==> src/rtl/parity_frame_check_pkg.sv <==
// Shared types and helpers for the framed serial parity checker.
// Holds the parity state encoding and the frame bit-counter width helper.
package parity_frame_check_pkg;

    typedef enum logic {
        EVEN = 1'b0,
        ODD  = 1'b1
    } parity_state_e;

    // Width needed to count 0..frame_len-1; frame_len is at least 2, so this is never zero.
    function automatic int bit_cnt_width(input int frame_len);
        return $clog2(frame_len);
    endfunction

endpackage

==> src/rtl/sat_counter.sv <==
// Saturating up-counter with a sticky all-ones flag.
// A clear takes priority over an increment arriving in the same cycle.
module sat_counter #(
    parameter int CNT_WIDTH = 8
) (
    input  logic                 clk,
    input  logic                 rst,
    input  logic                 inc,
    input  logic                 clr,
    output logic [CNT_WIDTH-1:0] count,
    output logic                 sat
);

    logic [CNT_WIDTH-1:0] count_reg, count_next;
    logic                 sat_reg, sat_next;

    always_comb begin
        count_next = count_reg;
        sat_next   = sat_reg;
        if (clr) begin
            count_next = '0;
            sat_next   = 1'b0;
        end else if (inc && (count_reg != {CNT_WIDTH{1'b1}})) begin
            count_next = count_reg + 1'b1;
            sat_next   = sat_reg | (count_next == {CNT_WIDTH{1'b1}});
        end
    end

    always_ff @(posedge clk or posedge rst) begin
        if (rst) begin
            count_reg <= '0;
            sat_reg   <= 1'b0;
        end else begin
            count_reg <= count_next;
            sat_reg   <= sat_next;
        end
    end

    assign count = count_reg;
    assign sat   = sat_reg;

endmodule

==> src/rtl/parity_frame_check.sv <==
// Framed serial parity checker: groups accepted bits into FRAME_LEN-bit frames,
// issues a registered one-cycle verdict per frame and counts failed frames.
module parity_frame_check
    import parity_frame_check_pkg::*;
#(
    parameter int FRAME_LEN  = 8,
    parameter int ODD_PARITY = 0,
    parameter int CNT_WIDTH  = 8
) (
    input  logic                 clk,
    input  logic                 rst,
    input  logic                 seqValid,
    input  logic                 seqIn,
    input  logic                 resync,
    input  logic                 errClr,
    output logic                 detOut,
    output logic                 frameValid,
    output logic                 frameOk,
    output logic [CNT_WIDTH-1:0] errCount,
    output logic                 errSat
);

    localparam int            BW     = bit_cnt_width(FRAME_LEN);
    localparam logic [BW-1:0] LAST   = BW'(FRAME_LEN - 1);
    localparam parity_state_e TARGET = (ODD_PARITY != 0) ? ODD : EVEN;

    parity_state_e state_reg, state_next;
    parity_state_e base_state, toggled_state;
    logic [BW-1:0] bit_cnt_reg, bit_cnt_next, base_cnt;
    logic          frame_valid_reg, frame_valid_next;
    logic          frame_ok_reg, frame_ok_next;
    logic          frame_fail;

    always_comb begin
        // Resync takes effect before the bit of the same cycle is considered.
        base_state       = resync ? EVEN : state_reg;
        base_cnt         = resync ? '0 : bit_cnt_reg;
        toggled_state    = (seqValid && seqIn) ? ((base_state == EVEN) ? ODD : EVEN) : base_state;
        state_next       = base_state;
        bit_cnt_next     = base_cnt;
        frame_valid_next = 1'b0;
        frame_ok_next    = frame_ok_reg;
        frame_fail       = 1'b0;
        if (seqValid) begin
            if (base_cnt == LAST) begin
                frame_valid_next = 1'b1;
                frame_ok_next    = (toggled_state == TARGET);
                frame_fail       = (toggled_state != TARGET);
                state_next       = EVEN;
                bit_cnt_next     = '0;
            end else begin
                state_next   = toggled_state;
                bit_cnt_next = base_cnt + 1'b1;
            end
        end
    end

    always_ff @(posedge clk or posedge rst) begin
        if (rst) begin
            state_reg       <= EVEN;
            bit_cnt_reg     <= '0;
            frame_valid_reg <= 1'b0;
            frame_ok_reg    <= 1'b0;
        end else begin
            state_reg       <= state_next;
            bit_cnt_reg     <= bit_cnt_next;
            frame_valid_reg <= frame_valid_next;
            frame_ok_reg    <= frame_ok_next;
        end
    end

    // Counter updates on the same edge as the verdict, so it is current while frameValid is high.
    sat_counter #(
        .CNT_WIDTH(CNT_WIDTH)
    ) u_err_cnt (
        .clk  (clk),
        .rst  (rst),
        .inc  (frame_fail),
        .clr  (errClr),
        .count(errCount),
        .sat  (errSat)
    );

    assign detOut     = (state_reg == EVEN);
    assign frameValid = frame_valid_reg;
    assign frameOk    = frame_ok_reg;

endmodule
==> config.mk <==
export PLATFORM = sky130hd
export DESIGN_NAME = parity_frame_check
export DESIGN_NICKNAME = d
export VERILOG_FILES = /design/src/rtl/parity_frame_check_pkg.sv /design/src/rtl/sat_counter.sv /design/src/rtl/parity_frame_check.sv
export SDC_FILE = /design/constraint.sdc
export NUM_CORES = 1
export LEC_CHECK = 0
export ABC_AREA = 1
export ABC_CLOCK_PERIOD_IN_PS = 2300
export BUFFER_PORTS_ARGS = -buffer_cell sky130_fd_sc_hd__buf_2
export CORE_MARGIN = 2
export CORE_UTILIZATION = 24
export DETAILED_ROUTE_END_ITERATION = 8
export GPL_ROUTABILITY_DRIVEN = 0
export PLACE_DENSITY = 0.44
export SLEW_MARGIN = 20
export SYNTH_ARGS = -nofsm -noshare
export SYNTH_HDL_FRONTEND = slang
export SYNTH_SLANG_ARGS = --single-unit
export TNS_END_PERCENT = 10
==> constraint.sdc <==
create_clock -name clk -period 2.3 [get_ports clk]
set_clock_uncertainty 0.1 [all_clocks]
set_input_delay 0.345 -clock clk [delete_from_list [all_inputs] [get_ports clk]]
set_output_delay 0.345 -clock clk [all_outputs]
set_load 0.03 [all_outputs]
==> flow_metrics.py, run 1 <==
metrics = {
    "run_status": {
        "outcome": "completed",
    },
    "cts": {
        "cts_resized": 0,
        "cts_buffers": 3,
        "clkLatencyLatePin_ns": 0.25,
        "cts_root_buffer": "clkbuf_8",
        "htreeDepth": 1,
        "max-clock-path-buffers": 2,
        "clkSlewWorstSetupHoldPaths_ns": 0.06,
        "cts_tree": "yes",
        "cts_sinks": 15,
        "cts_setup_buffers": 0,
        "postCtsHoldBufs": 0,
    },
    "layout": {
        "synthToLayoutAreaGrowth_pct": 21.2,
        "finalInstanceArea_sq_um": 1090,
        "diodes": 0,
        "layout-drive-gt1-share_pct": 28.9,
        "finalNetCount": 146,
        "largest_register_ffs": 8,
    },
    "placed_design": {
        "placed_area_sq_um": 1040,
        "hpwl_um": 1470,
        "port_buffers": 17,
        "pre_cts_slack_ns": 0.532,
    },
    "sta": {
        "worstMarginPinSlew_ns": 0.576,
        "min_period_ns": 1.61,
        "rsz0062_at_grt": "no",
        "period_share_pct": 69.9,
        "fmax_ghz": 0.622,
        "slew_headroom_pct": 61.5,
        "slew_violations": 0,
        "setup_viol": 0,
        "hold_violations": 0,
        "fin_setup_tns_ns": 0,
        "finalWorstSetupSlack_ns": 0.693,
    },
    "setup_path": {
        "critPathCaptureType": "flip-flop",
        "critPathMaxFanout": 6,
        "critical_path_class": "flip-flop to flip-flop",
        "startpoint_type": "flip-flop",
        "crit_required_ns": 2.38,
        "rrSetupSlack_ns": 0.69,
        "timing.rr.start": "u_err_cnt.count[1]$_DFFE_PP0P_",
        "critPathArrivalTime_ns": 1.69,
        "ff2ff_path_depth": 8,
        "r2r_end": "u_err_cnt.count[2]$_DFFE_PP0P_",
    },
    "yosys": {
        "synthSimpleGateAreaFrac_pct": 33.8,
        "synth_area_leaders": "dfrtp_1 42%, nand2_1 12%, inv_1 7.1%",
        "synth_largest_area_cell": "dfrtp_1",
        "ys_seq_elements": 15,
        "synth-xor-area-share_pct": 2.79,
        "synth_cells": 114,
        "yosys_warnings": 0,
        "syn_avg_cell_area_sq_um": 7.86,
        "ys_seq_area_share_pct": 41.9,
        "netlist.area_leader.share_pct": 41.9,
        "synth_top_family_by_area": "simple AND/OR/NAND/NOR gates",
        "synthAdderAreaFrac_pct": 5.59,
        "synth_nets": 124,
        "synthMuxAreaShare_pct": 0,
        "synth_area_sq_um": 896,
        "synth_cell_types": 21,
        "synth_compound_area_share_pct": 6.84,
    },
    "routing": {
        "first_iter_violations": 52,
        "detail_route.vias_per_cell": 4.15,
        "routed_wl_um": 1880,
        "vias": 759,
        "dr.pass1.iters": 4,
        "drc": 0,
        "wl_per_cell_um": 10.3,
        "ant_nets": 0,
    },
    "global_route": {
        "grt_first_pass_wirelength_um": 3170,
        "grt_max_degree": 16,
        "grt_pass1_vias": 696,
        "gr-total-overflow": 0,
        "grt_use_total_pct": 10.0,
        "antenna_found_initial": 0,
    },
    "floorplanning": {
        "dieArea_sq_um": 4240,
        "die-height_um": 65.1,
        "start_util_pct": 24.7,
        "die_w_um": 65.1,
        "ios": 18,
        "placement_rows": 22,
        "fp.coreArea_sq_um": 3630,
    },
    "run": {
        "cap_violations": 0,
    },
    "pwr": {
        "power_mw": 0.535,
        "power-per-cell-area_nw_per_um2": 492,
        "cellLeakagePower_nw": 0.537,
        "ir_drop_mv": 0.203,
    },
    "hold_path": {
        "hold_class": "input port to asynchronous set/reset pin",
    },
}
cell usage in the layout, fill, tap and decap left out:
cell,instances
a21oi_1,1
xnor2_2,1
dfrtp_1,15
o31ai_1,1
inv_1,17
clkbuf_1,1
nand3_4,1
nor2_2,3
inv_4,1
ha_1,4
nand2_2,9
o21ai_1,8
clkbuf_8,3
nor2_4,1
nand4_1,2
xor2_1,1
buf_2,17
inv_2,1
nand3_2,1
nand3_1,9
nand2_1,29
clkinv_1,2
nor2_1,6
a21oi_2,1
stage by stage:
stage                     hold slack [ns]  util (%)  instances
after CTS                          0.0875      29.9        183
after global routing               0.0971      29.9        183
final                              0.0454      29.9        183
after detailed placement            0.350      28.7        179
after floorplan                     0.146         -        114
after global placement              0.359      28.7        179
synth_stat cells:
| library cell | n |
|---|---|
| nor2_4 | 1 |
| nand2_2 | 9 |
| a21oi_2 | 1 |
| nand2_1 | 29 |
| nor2_1 | 6 |
| inv_4 | 1 |
| nand4_1 | 2 |
| o31ai_1 | 1 |
| dfrtp_1 | 15 |
| nand3_2 | 1 |
| inv_2 | 1 |
| nor2_2 | 3 |
| inv_1 | 17 |
| ha_1 | 4 |
| xnor2_2 | 1 |
| a21oi_1 | 1 |
| nand3_1 | 9 |
| o21ai_1 | 8 |
| nand3_4 | 1 |
| xor2_1 | 1 |
| clkinv_1 | 2 |
layer usage:
layer	track usage, %	wire, um	vias to the layer above
li1	-	-	395
met1	12.6	908	351
met2	15.6	888	9
met3	2.23	39	4
met4	6.25	44	0
met5	0	0	-
cell type report:
cell class | instances | area, sq um
fillers | 413 | 2550
multi-input cells | 78 | 439
flip-flops and latches | 15 | 375
repair buffers | 17 | 85.1
inverters | 21 | 81.3
well taps | 48 | 60.1
clock buffers | 4 | 45.0
worst max-delay path, stage by stage (launching register included):
cell and delay (ns):
dfrtp_1 0.45, ha_1 0.27, nand3_1 0.12, inv_1 0.05, nand2_2 0.08, nand3_4 0.12
nor2_4 0.17, nand3_1 0.10, o21ai_1 0.08
power by group:
part | total (mW) | switching, mW | internal (mW)
clock | 0.217 | 0.0941 | 0.123
combinational | 0.0439 | 0.0306 | 0.0133
sequential | 0.274 | 0.00268 | 0.272
total | 0.535 | 0.127 | 0.407
worst max-delay path by stage:
stage	slack, ns	end	from	depth (start not counted)
after floorplan	0.66	u_err_cnt.sat$_DFFE_PP0P_	u_err_cnt.count[1]$_DFFE_PP0P_	7
after global placement	0.54	u_err_cnt.count[5]$_DFFE_PP0P_	resync	11
after detailed placement	0.53	u_err_cnt.count[7]$_DFFE_PP0P_	resync	12
after CTS	0.68	u_err_cnt.sat$_DFFE_PP0P_	u_err_cnt.count[1]$_DFFE_PP0P_	8
after global routing	0.51	u_err_cnt.count[2]$_DFFE_PP0P_	u_err_cnt.count[1]$_DFFE_PP0P_	8
final	0.69	u_err_cnt.count[2]$_DFFE_PP0P_	u_err_cnt.count[1]$_DFFE_PP0P_	8
cell families (layout without fill, tap and decap cells):
logic type,after synthesis,after routing
xor gates and xnor gates,2,2
adders and majority gates,4,4
DFF,15,15
buffers and inverters,21,42
and+or+nand+nor,61,61
AOI/OAI and AO/OA,11,11
Note: power is estimated with default switching activity, not from simulation.
==> inputs of run 2 (changes only) <==
--- a/config.mk
+++ b/config.mk
@@ -6,7 +6,7 @@
 export NUM_CORES = 1
 export LEC_CHECK = 0
 export ABC_AREA = 1
-export ABC_CLOCK_PERIOD_IN_PS = 2300
+export ABC_CLOCK_PERIOD_IN_PS = 1500
 export BUFFER_PORTS_ARGS = -buffer_cell sky130_fd_sc_hd__buf_2
 export CORE_MARGIN = 2
 export CORE_UTILIZATION = 24
==> constraint.sdc (replaced) <==
create_clock -name clk -period 1.5 [get_ports clk]
set_clock_uncertainty 0.1 [all_clocks]
set_input_delay 0.225 -clock clk [delete_from_list [all_inputs] [get_ports clk]]
set_output_delay 0.225 -clock clk [all_outputs]
set_load 0.03 [all_outputs]
==> flow_metrics.py, run 2 (synthesized netlist as in run 1, its figures left out) <==
metrics = {
    "global_route": {
        "gr-total-overflow": 0,
        "grt_first_pass_wirelength_um": 3700,
        "grt_pass1_vias": 846,
        "grt_max_degree": 16,
        "antenna_found_initial": 0,
        "grt_use_total_pct": 11.3,
    },
    "sta": {
        "rsz0062_at_grt": "yes",
        "period_share_pct": 103,
        "slew_headroom_pct": 82.7,
        "setup_viol": 7,
        "worstMarginPinSlew_ns": 0.259,
        "finalWorstSetupSlack_ns": -0.0508,
        "slew_violations": 0,
        "hold_violations": 0,
        "min_period_ns": 1.55,
        "fmax_ghz": 0.645,
    },
    "cts": {
        "cts_root_buffer": "clkbuf_8",
        "cts_sinks": 15,
        "cts_tree": "yes",
        "cts_buffers": 3,
        "clkLatencyLatePin_ns": 0.25,
        "clkSlewWorstSetupHoldPaths_ns": 0.06,
        "htreeDepth": 1,
        "max-clock-path-buffers": 2,
    },
    "layout": {
        "finalNetCount": 156,
        "synthToLayoutAreaGrowth_pct": 40.6,
        "diodes": 0,
        "final_cell_mix": "28 x nand2_1, 17 x buf_2, 16 x inv_1, 13 x dfrtp_1",
        "finalInstanceArea_sq_um": 1260,
        "nFillCells": 398,
        "largest_register_ffs": 8,
        "mostFrequentLayoutCell": "nand2_1",
        "layout-drive-gt1-share_pct": 41.4,
    },
    "routing": {
        "vias": 801,
        "first_iter_violations": 14,
        "drc": 0,
        "wl_per_cell_um": 10.6,
        "ant_nets": 0,
        "dr.pass1.iters": 4,
        "detail_route.vias_per_cell": 4.15,
        "routed_wl_um": 2040,
    },
    "setup_path": {
        "cp_slowest_cell": "dfrtp_1",
        "critPathMaxFanout": 6,
        "critPathTopFamily": "simple AND/OR/NAND/NOR gates",
        "critical_path_class": "flip-flop to flip-flop",
        "critPathCaptureType": "flip-flop",
        "startpoint_type": "flip-flop",
        "critPathArrivalTime_ns": 1.59,
        "critPathBufInv": 3,
        "cp_slowest_stage_delay_ns": 0.34,
        "crit_required_ns": 1.54,
        "crit_chain": "inv_2 -> nor2_4 -> ha_4 -> ha_4 -> nand2_4 -> inv_4 -> nand3_4 -> buf_12 -> nand2_4 -> o21ai_1",
    },
    "floorplanning": {
        "die_w_um": 65.1,
        "fp.coreArea_sq_um": 3630,
        "placement_rows": 22,
        "start_util_pct": 24.7,
        "ios": 18,
        "die-height_um": 65.1,
        "dieArea_sq_um": 4240,
    },
    "run": {
        "cap_violations": 0,
    },
    "pwr": {
        "ir_drop_mv": 0.184,
        "cellLeakagePower_nw": 0.596,
        "power-per-cell-area_nw_per_um2": 673,
        "power_mw": 0.848,
    },
    "run_status": {
        "outcome": "finished, violations left",
        "violations": "setup timing",
    },
    "hold_path": {
        "hold_class": "input port to flip-flop",
    },
    "placed_design": {
        "hpwl_um": 1520,
        "port_buffers": 17,
        "placed_area_sq_um": 1120,
    },
}
-- run 2: cell types whose count changed in the layout (fill, tap and decap cells not counted), moves of 2 or more --
cell     before  now
buf_4         0    8
ha_4          0    3
nand3_1       9    7
dfrtp_1      15   13
nand3_2       1    3
nand2_4       0    2
nor2_4        1    3
dfrtp_2       0    2
ha_1          4    1
-- run 2: layer usage --
metal  vias up  GRT usage (%)  part of all wire [%]
met5         -              0                     0
met4         0           4.69                   1.4
met3         4           1.71                   4.0
met2        14           20.1                    51
met1       364           13.7                    44
li1        419              -                     -
-- run 2: worst register-to-register path, cell delays in order (launching register included) --
cell,delay [ns]
dfrtp_1,0.34
inv_2,0.04
nor2_4,0.12
ha_4,0.15
ha_4,0.13
nand2_4,0.05
inv_4,0.06
nand3_4,0.12
buf_12,0.16
nand2_4,0.09
o21ai_1,0.07
-- run 2: timing repair --
action / in CTS / in global routing
resized for setup: 5 / 10
pin swaps: 2 / 4
hold buffers: 1 / 0
endpoints found under the setup margin: 9 / 9
buffers inserted: 0 / 1
cloned: 0 / 0
endpoints found under the hold margin: 15 / 0
-- run 2: final timing paths --
check                                         start                              to  slack [ns]  cells after the start
setup / recovery           bit_cnt_reg[1]$_DFF_PP0_  u_err_cnt.count[0]$_DFFE_PP0P_       -0.05                     10
hold / removal                               errClr       u_err_cnt.sat$_DFFE_PP0P_        0.11                      2
setup reg to reg           bit_cnt_reg[1]$_DFF_PP0_  u_err_cnt.count[0]$_DFFE_PP0P_       -0.05                     10
hold reg to reg                 frameOk$_DFFE_PP0P_             frameOk$_DFFE_PP0P_        0.38                      2
max in group asynchronous                       rst  u_err_cnt.count[0]$_DFFE_PP0P_        0.68                      4
min in group asynchronous                       rst        bit_cnt_reg[0]$_DFF_PP0_        0.42                      4
-- run 2: metrics by stage --
stage | worst slack, ns | util, % | instances | setup TNS [ns] | hold WS [ns]
after detailed placement | -0.141 | 30.7 | 187 | -1.05 | 0.148
after global routing | -0.184 | 34.7 | 193 | -1.36 | 0.114
after global placement | -0.123 | 30.7 | 187 | -0.935 | 0.144
final | -0.0508 | 34.7 | 193 | -0.260 | 0.108
after floorplan | 0.00508 | - | 114 | 0 | 0.0263
after CTS | -0.105 | 32.8 | 192 | -0.650 | 0.107
-- run 2: layout make-up --
class / count / area [sq um] / area share [%]
sequential: 15 / 378 / 30.0
multi-input combinational: 78 / 520 / 41.3
clock buffer: 4 / 45.0 / 3.57
tap: 48 / 60.1 / 4.77
timing repair buffer: 27 / 175 / 13.9
inverter: 21 / 81.3 / 6.45
-- run 2: where the power goes --
part	switching (mW)	leakage, nW	internal (mW)
registers	0.00488	0.202	0.416
logic	0.0572	0.371	0.0353
clock network	0.146	0.0228	0.188
